File: config.mk
export PLATFORM = sky130hd
export DESIGN_NAME = wb_ssram_bridge
export DESIGN_NICKNAME = d
export VERILOG_FILES = /design/src/rtl/wb_ssram_bridge.sv
export SDC_FILE = /design/constraint.sdc
export NUM_CORES = 1
export LEC_CHECK = 0
export ABC_CLOCK_PERIOD_IN_PS = 2800
export CAP_MARGIN = 10
export CORE_MARGIN = 1
export CORE_UTILIZATION = 30
export DETAILED_ROUTE_END_ITERATION = 7
export HOLD_SLACK_MARGIN = 0.05
export PLACE_DENSITY = 0.66
export SETUP_SLACK_MARGIN = 0.3
export SLEW_MARGIN = 20
export SYNTH_ARGS = -nofsm -noshare
export SYNTH_HDL_FRONTEND = slang
export SYNTH_SLANG_ARGS = --single-unit
File: constraint.sdc
create_clock -name clk -period 2.8 [get_ports clk]
set_input_delay 0.56 -clock clk [delete_from_list [all_inputs] [get_ports clk]]
set_output_delay 0.56 -clock clk [all_outputs]
set_load 0.005 [all_outputs]
File: src/rtl/wb_ssram_bridge.sv
// rtl/wb_ssram_bridge.sv - Wishbone classic slave to pipelined SSRAM bridge; each 32-bit access becomes 32/DW SSRAM beats.
// Define WB_SSRAM_BEAT_SKIP_EN to skip write beats whose byte lanes are all deselected.
module wb_ssram_bridge #(
  parameter int          DW       = 16,
  parameter int          AW       = 19,
  parameter int          RD_LAT   = 2,
  parameter logic [31:0] BASE_ADR = 32'h0000_0000
) (
  input  logic            clk,
  input  logic            rst,
  input  logic [31:0]     adr,
  input  logic [31:0]     din,
  output logic [31:0]     dout,
  input  logic            we,
  input  logic [3:0]      sel,
  input  logic            stb,
  input  logic            cyc,
  output logic            ack,
  output logic            err,
  output logic            rty,
  input  logic            SSRAM_CLK_IN,
  output logic            SSRAM_CLK,
  output logic [AW-1:0]   SSRAM_A,
  output logic            SSRAM_CE_N,
  output logic            SSRAM_WE_N,
  output logic            SSRAM_OE_N,
  output logic [DW/8-1:0] SSRAM_BW_N,
  input  logic [DW-1:0]   SSRAM_DQ_I,
  output logic [DW-1:0]   SSRAM_DQ_O,
  output logic [DW-1:0]   SSRAM_DQ_T
);
  localparam int NB  = 32 / DW;
  localparam int BPB = DW / 8;
  localparam int BSH = $clog2(BPB);
  localparam int BCW = (NB > 1) ? $clog2(NB) : 1;
  localparam int DSH = AW + BSH;

  typedef enum logic [2:0] {IDLE, WR, RD_ISSUE, RD_DRAIN, DONE, ERR} state_t;

  state_t            state_q, state_d;
  logic [AW-1:0]     wa_q, wa_d;
  logic [31:0]       din_q, din_d;
  logic [31:0]       dout_q, dout_d;
  logic [3:0]        sel_q, sel_d;
  logic [BCW-1:0]    beat_q, beat_d;
  logic [BCW-1:0]    cap_q, cap_d;
  logic [RD_LAT-1:0] vld_q, vld_d;
  logic              ack_q, ack_d;
  logic              err_q, err_d;
  logic              req, hit, cap_fire;
  logic [NB-1:0]     en_new, en_cur;
  int                nxt;
  logic              unused_adr;

  function automatic logic [BPB-1:0] lanes(input logic [3:0] s, input int b);
    logic [3:0] t;
    t = s >> (b * BPB);
    return t[BPB-1:0];
  endfunction

  function automatic int next_beat(input logic [NB-1:0] e, input int from);
    int n;
    n = NB;
    for (int b = NB - 1; b >= 0; b--) begin
      if (b >= from && e[b]) n = b;
    end
    return n;
  endfunction

`ifdef WB_SSRAM_BEAT_SKIP_EN
  always_comb begin
    en_new = '0;
    en_cur = '0;
    for (int b = 0; b < NB; b++) begin
      en_new[b] = |lanes(sel, b);
      en_cur[b] = |lanes(sel_q, b);
    end
  end
`else
  assign en_new = '1;
  assign en_cur = '1;
`endif

  // Hold off new requests while ack/err is visible so a master still
  // presenting the finished request is not serviced twice.
  assign req        = cyc & stb & ~ack_q & ~err_q;
  assign hit        = (adr[31:DSH] == BASE_ADR[31:DSH]);
  assign cap_fire   = vld_q[RD_LAT-1];
  assign unused_adr = ^adr[1:0];

  always_comb begin
    state_d = state_q;
    wa_d    = wa_q;
    din_d   = din_q;
    sel_d   = sel_q;
    beat_d  = beat_q;
    ack_d   = 1'b0;
    err_d   = 1'b0;
    nxt     = 0;
    case (state_q)
      IDLE: begin
        if (req) begin
          if (!hit) begin
            state_d = ERR;
          end else begin
            wa_d  = adr[DSH-1:BSH] & ~AW'(NB - 1);
            din_d = din;
            sel_d = sel;
            if (we) begin
              nxt = next_beat(en_new, 0);
              if (nxt == NB) begin
                state_d = DONE;
              end else begin
                state_d = WR;
                beat_d  = BCW'(nxt);
              end
            end else begin
              state_d = RD_ISSUE;
              beat_d  = '0;
            end
          end
        end
      end
      WR: begin
        nxt = next_beat(en_cur, int'(beat_q) + 1);
        if (nxt == NB) state_d = DONE;
        else beat_d = BCW'(nxt);
      end
      RD_ISSUE: begin
        if (beat_q == BCW'(NB - 1)) state_d = RD_DRAIN;
        else beat_d = beat_q + 1'b1;
      end
      RD_DRAIN: begin
        if (cap_fire && cap_q == BCW'(NB - 1)) state_d = DONE;
      end
      DONE: begin
        ack_d   = cyc & stb;
        state_d = IDLE;
      end
      ERR: begin
        err_d   = 1'b1;
        state_d = IDLE;
      end
      default: state_d = IDLE;
    endcase
  end

  // Issue history: bit RD_LAT-1 marks the clock at which the beat issued
  // RD_LAT clocks earlier is present on SSRAM_DQ_I.
  always_comb begin
    vld_d  = (vld_q << 1) | RD_LAT'(state_q == RD_ISSUE);
    cap_d  = cap_q;
    dout_d = dout_q;
    if (cap_fire) begin
      dout_d[int'(cap_q)*DW +: DW] = SSRAM_DQ_I;
      cap_d = cap_q + 1'b1;
    end
  end

  always_ff @(posedge clk or posedge rst) begin
    if (rst) begin
      state_q <= IDLE;
      wa_q    <= '0;
      din_q   <= '0;
      dout_q  <= '0;
      sel_q   <= '0;
      beat_q  <= '0;
      cap_q   <= '0;
      vld_q   <= '0;
      ack_q   <= 1'b0;
      err_q   <= 1'b0;
    end else begin
      state_q <= state_d;
      wa_q    <= wa_d;
      din_q   <= din_d;
      dout_q  <= dout_d;
      sel_q   <= sel_d;
      beat_q  <= beat_d;
      cap_q   <= cap_d;
      vld_q   <= vld_d;
      ack_q   <= ack_d;
      err_q   <= err_d;
    end
  end

  assign SSRAM_CLK = SSRAM_CLK_IN;
  assign ack       = ack_q;
  assign err       = err_q;
  assign rty       = 1'b0;
  assign dout      = dout_q;

  always_comb begin
    SSRAM_A    = '0;
    SSRAM_CE_N = 1'b1;
    SSRAM_WE_N = 1'b1;
    SSRAM_OE_N = 1'b1;
    SSRAM_BW_N = '1;
    SSRAM_DQ_O = '0;
    SSRAM_DQ_T = '1;
    case (state_q)
      WR: begin
        SSRAM_A    = wa_q | AW'(beat_q);
        SSRAM_CE_N = 1'b0;
        SSRAM_WE_N = 1'b0;
        SSRAM_BW_N = ~lanes(sel_q, int'(beat_q));
        SSRAM_DQ_O = din_q[int'(beat_q)*DW +: DW];
        SSRAM_DQ_T = '0;
      end
      RD_ISSUE: begin
        SSRAM_A    = wa_q | AW'(beat_q);
        SSRAM_CE_N = 1'b0;
        SSRAM_OE_N = 1'b0;
      end
      default: ;
    endcase
  end
endmodule
## After elaboration in Yosys (flattened, before gate mapping)

Index checks and enable logic that the tools add are counted.
Widths: inputs -> output; s select.

- Output and inout port bits: 92
- Bits in read-only memories: 0
- RAM bits: 0
- Latch bits: 0
- Register bits after elaboration: 95
- Input bits: 90
- Memories: 0

- Bitwise gates (word level): 8
- Shift-type cells: 4
- $mul: 0
- $add $sub $neg: 4
- Magnitude comparators: 2
- Reductions and logical operators: 8
- Equal/unequal tests: 14
- Mux-type cells: 32
- Div/mod/pow operators: 0

Operator list:

| operator | count |
|---|---|
| $mux 32 | 6 |
| $eq 32x3->1 const B | 2 |
| $neg 5->33 | 1 |
| $shift 16x33->32 const A | 1 |
| $shiftx 16x33->32 | 1 |
| $bwmux 32 | 1 |
| $mux 16 | 2 |
| $shiftx 32x6->16 | 1 |
| $mux 3 | 7 |
| $mux 19 | 1 |
| $or 19x1->19 | 1 |
| $logic_not 12->1 | 1 |
| $ne 2x2->1 const B | 6 |
| $pmux 3 s4 | 1 |
| $mux 1 | 11 |
| $eq 3x2->1 const B | 2 |
| $eq 3x3->1 const B | 2 |
| $reduce_and 5->1 | 1 |
| $ge 1x2->1 const A | 2 |
| $mux 2 | 2 |
| $reduce_and 4->1 | 1 |
| $shr 4x2->2 | 1 |
| $and 1x1->1 | 3 |
| $eq 3x1->1 const B | 1 |
| 12 further kinds | 14 |

## Longest topological paths before layout

- Word-level depth: 11
- Mapped depth: 6
- Depth with buffers taken out: 4

## Least setup slack after synthesis

Ideal clock, no wire load.

- Kind: register to output
- From: reg state_q[0]
- To: out SSRAM_DQ_T[0]
- Path slack: 0.463 ns
- Required time: 2.240 ns
- Stages on the path, launching flop included: 7
- Arrival: 1.777 ns
- Path through: dfrtp_1 -> clkbuf_1 -> inv_1 -> or3_1 -> clkbuf_1 -> buf_1 -> buf_4

- Word-level cells in the longest chain between the ends: 2

Ends and longest elaborated chain:

| element | line | text |
|---|---|---|
| start: declaration | 40 | `state_t state_q, state_d;` |
| start signal: assignment | 173 | `state_q <= state_d;` |
| $eq 3x1->1 | - |  |
| $mux 16 | 200 | `case (state_q)` |
| end: declaration | 30 | `output logic [DW-1:0] SSRAM_DQ_T` |

Every way passes these cells.

## Worst setup path in the final report

- From: reg state_q[0]
- To: out SSRAM_A[8]

- Word-level cells in the longest chain between the ends: 3
- Elaborated cells between the ends (all ways): 4

Ends and longest elaborated chain:

| element | line | text |
|---|---|---|
| $eq 3x2->1 or $eq 3x1->1 (tied branches) | - |  |
| $reduce_or 2->1 (no line) (*) | - |  |
| $mux 19 (*) | - |  |
| end: declaration | 23 | `output logic [AW-1:0] SSRAM_A,` |

Every way passes the cells marked *; elsewhere a longest branch is shown, timed or not.

==> summary.md <==
• 4.51 — vias per cell
• 0 — initial antenna violation count
• 63 — DRC marker count from the first detailed-route iteration
• 0.00257 W — Int Power
• 43 — total number of placement rows
• 0 — total gr overflow
• 2 — buffers from clock root to sink, at most
• 54.8% — signed area change from the synthesized netlist to the final layout
• done — CTS tree
• 56.2% — share of synthesized area occupied by flip-flops and latches
• 15.5 mm — first-pass GRT wire length
• 65.2% — Max-Slew Margin vs Limit
• 121 um — Die Ht
• 6110 um2 — Post-DP Area
• 1.98 ns — Worst EP arrival
• 3.45 nW — Static Leak
• 95 — synthesized flop and latch total
• 24.5% — Switching Fraction
• sky130_fd_sc_hd__clkbuf_16 — root cell of the clock tree
• 121 um — Die Width
• 10.1 mm — drt total wl
• 13,800 um2 — Core ar.
• 25.4% — fraction of final layout cells sized beyond drive strength 1
• 33.9% — share of power burned in the clock network
• 15.1 um — detail-routed net length per standard cell
• flop — startpoint class of the critical path
• sky130_fd_sc_hd__clkdlybuf4s50_1 — standard cell with the maximum stage delay on the critical path
• 0.346 ns — final worst hold slack
• 0.000247 V — highest ir drop seen on vdd
• reg -> out — Worst Setup Path Type
• 394 MHz — achievable clock frequency
• 0 — DRC errors left
• 6 — cell count along the critical path
• 3,028 — number of global-route vias before repair
• 6.94 mm — HPWL Detailed
• sky130_fd_sc_hd__and2_1 — cell with the most instances on the worst path
• 0.50 ns — largest incremental delay on the critical path
• 0 — number of pins exceeding their max-slew limit in the final report
• sky130_fd_sc_hd__clkdlybuf4s50_1 (149), sky130_fd_sc_hd__dfrtp_1 (93), sky130_fd_sc_hd__mux2_2 (70) — commonest non-fill, non-tap cells in the layout
• primary output — kind of capture point of the worst setup path
• 176 — port bufs
• and2_1 -> nor3_2 -> buf_4 -> buf_12 -> and2_1 -> clkdlybuf4s50_1 — Critical Path, Cell by Cell
• 30.6% — Initial Util
• 310 — Synth Instances
• 0 — EDFF count, synth
• 0.0151 ns — final clock skew
• 9 — cts bufs inserted
• 2,997 — via total after detailed routing
• 182 — number of ports placed on the die boundary
• 96 — pin count of the biggest net entering global routing
• 13.7 um2 — syn_area_per_cell
• 2.24 ns — data required time at the worst endpoint
• 0.522 ns — Worst Max-Slew Pin Slew
• 4 — total iterations of the first detailed-routing run
• 3 — total number of H-tree levels
• 95 — number of clock sinks
• 14 — CP max FO
• 0.00340 W — Total Power
• 6550 um2 — final non-filler cell area
• 0.07 ns — clock-pin slew on the worst setup and hold paths
• 2.54 ns — minimum clock period after layout
• 0.702 — global placer's final weighted congestion
• 3 — Worst Path Buf+Inv
• sky130_fd_sc_hd__dfrtp_1 — main flop type after synthesis
• 4230 um2 — total standard cell area after synthesis
• buffers and inverters — CP delay by family, top
• 0 — warnings from Yosys
• 0 — cell count of the worst hold path
• 0 — maxcap violations
• 0 — final setup violation count
• 573 — Total Nets Final
• 400 — Net Count, Synth
• 24.0% — Combinational Power Share
• sky130_fd_sc_hd__clkdlybuf4s50_1 — most frequent standard cell in the layout excluding fill and tap cells
• 0.000832 W — Psw
• 0.35 ns — worst-skew pair later-pin latency
• 32 — number of distinct library cells after synthesis
• 90.6% — Period Utilization, post-route
• 14,600 um2 — die area
• 100% — fraction of synthesis flops using an asynchronous set or reset pin
• 0 — hold violation count in the final report
• true — setup repair after global routing missed its margin
• 0 ns — setup TNS
• 42.1% — Seq pwr share
• 14.0% — global router's overall resource usage
• complete, no violations — status
• 47.4% — Final Core Density
• 0 — Inserted Diodes
• 519 nW/um2 — Cell Pwr Density
• reg -> reg — Hold WC Path Type
• 0 — count of antenna-violating nets left after detailed routing
• 4 — Reg2Reg Depth
power by group through the flow:
| stage | clock network [W] | registers [W] | logic, W |
|---|---|---|---|
| global placement | 0 | 0.00146 | 0.000692 |
| floorplan | 0 | 0.00145 | 0.000351 |
| global route | 0.00126 | 0.00144 | 0.000888 |
| finish | 0.00115 | 0.00143 | 0.000816 |
| CTS | 0.00120 | 0.00143 | 0.000745 |
| detailed placement | 0 | 0.00146 | 0.000704 |
per-layer routing:
metal	vias up	track usage, %	wire [um]
met5	-	0	0
met2	104	22.9	5030
met1	1491	16.8	4220
met4	0	6.79	175
met3	13	4.15	649
li1	1389	-	-
cell type report:
cell class                      count  area, um2
Multi-Input combinational cell    175       1620
Fill cell                        1238       7270
Clock inverter                      1       5.00
Sequential cell                    95       2380
Tap cell                          180        225
Inverter                            6       26.3
Clock buffer                       12        267
Timing Repair Buffer              196       2030
worst register-to-register path, stage by stage, from the launching register on:
cell and delay, ns:
sky130_fd_sc_hd__dfrtp_1 0.38, sky130_fd_sc_hd__or4bb_1 0.58, sky130_fd_sc_hd__nor4_4 0.26, sky130_fd_sc_hd__buf_12 0.27
sky130_fd_sc_hd__mux2_2 0.41
Yosys cell counts (2+ instances only):
master | count | area (um2)
sky130_fd_sc_hd__or2_2 | 2 | 12.5
sky130_fd_sc_hd__nor2_1 | 22 | 82.6
sky130_fd_sc_hd__xor2_1 | 2 | 17.5
sky130_fd_sc_hd__mux2i_1 | 18 | 180
sky130_fd_sc_hd__buf_6 | 5 | 56.3
sky130_fd_sc_hd__buf_1 | 2 | 7.51
sky130_fd_sc_hd__a21oi_1 | 2 | 10.0
sky130_fd_sc_hd__mux2_1 | 6 | 67.6
sky130_fd_sc_hd__clkbuf_1 | 9 | 33.8
sky130_fd_sc_hd__mux2_2 | 70 | 788
sky130_fd_sc_hd__dfrtp_1 | 95 | 2380
sky130_fd_sc_hd__nor3_1 | 3 | 15.0
sky130_fd_sc_hd__mux2_4 | 10 | 150
sky130_fd_sc_hd__inv_1 | 6 | 22.5
sky130_fd_sc_hd__nand2_1 | 2 | 7.51
sky130_fd_sc_hd__buf_4 | 18 | 135
sky130_fd_sc_hd__nor4_1 | 3 | 18.8
sky130_fd_sc_hd__nand3_1 | 2 | 10.0
sky130_fd_sc_hd__and2_1 | 19 | 119
sky130_fd_sc_hd__o31ai_1 | 2 | 15.0
kinds of logic (layout without fill, tap and decap cells):
| family | Yosys count | in the layout | share of synthesized area [%] |
|---|---|---|---|
| buffers and inverters | 40 | 215 | 6.03 |
| AOI/OAI and AO/OA | 9 | 9 | 1.60 |
| muxes | 104 | 104 | 28.0 |
| xor gates and xnor gates | 2 | 2 | 0.414 |
| DFF | 95 | 95 | 56.2 |
| other | 1 | 1 | 0.0886 |
| and+or+nand+nor | 59 | 59 | 7.69 |
state kept, by name, summed over array words and instances (netlist names):
register,count
ack,1
vld_q,2
sel_q,4
wa_q,18
state_q,3
beat_q,1
dout,32
din_q,32
cap_q,1
err,1
through the flow:
step	worst slack (ns)	instances
after floorplan	0.463	310
after global placement	0.0112	644
after detailed placement	-0.0652	644
after CTS	0.174	660
after global routing	0.173	665
final	0.264	665
final timing paths:
check	from	to	slack, ns
max in group asynchronous	rst	din_q[21]$_DFFE_PP0P_	1.67
worst max register to register	ack$_DFF_PP0_	din_q[14]$_DFFE_PP0P_	0.77
worst min-delay path	vld_q[0]$_DFF_PP0_	vld_q[1]$_DFF_PP0_	0.35
worst max-delay path	state_q[0]$_DFFE_PP0P_	SSRAM_A[8]	0.26
min in group asynchronous	rst	din_q[3]$_DFFE_PP0P_	0.72
worst min register to register	vld_q[0]$_DFF_PP0_	vld_q[1]$_DFF_PP0_	0.35
repair_timing:
action | in CTS | in global routing
setup buffers | 3 | 5
gates cloned | 0 | 0
gates resized for setup | 11 | 32
hold buffers | 0 | 0
pin swaps | 0 | 2
endpoints found under the setup margin | 56 | 56
(Power assumes the default switching activity.)
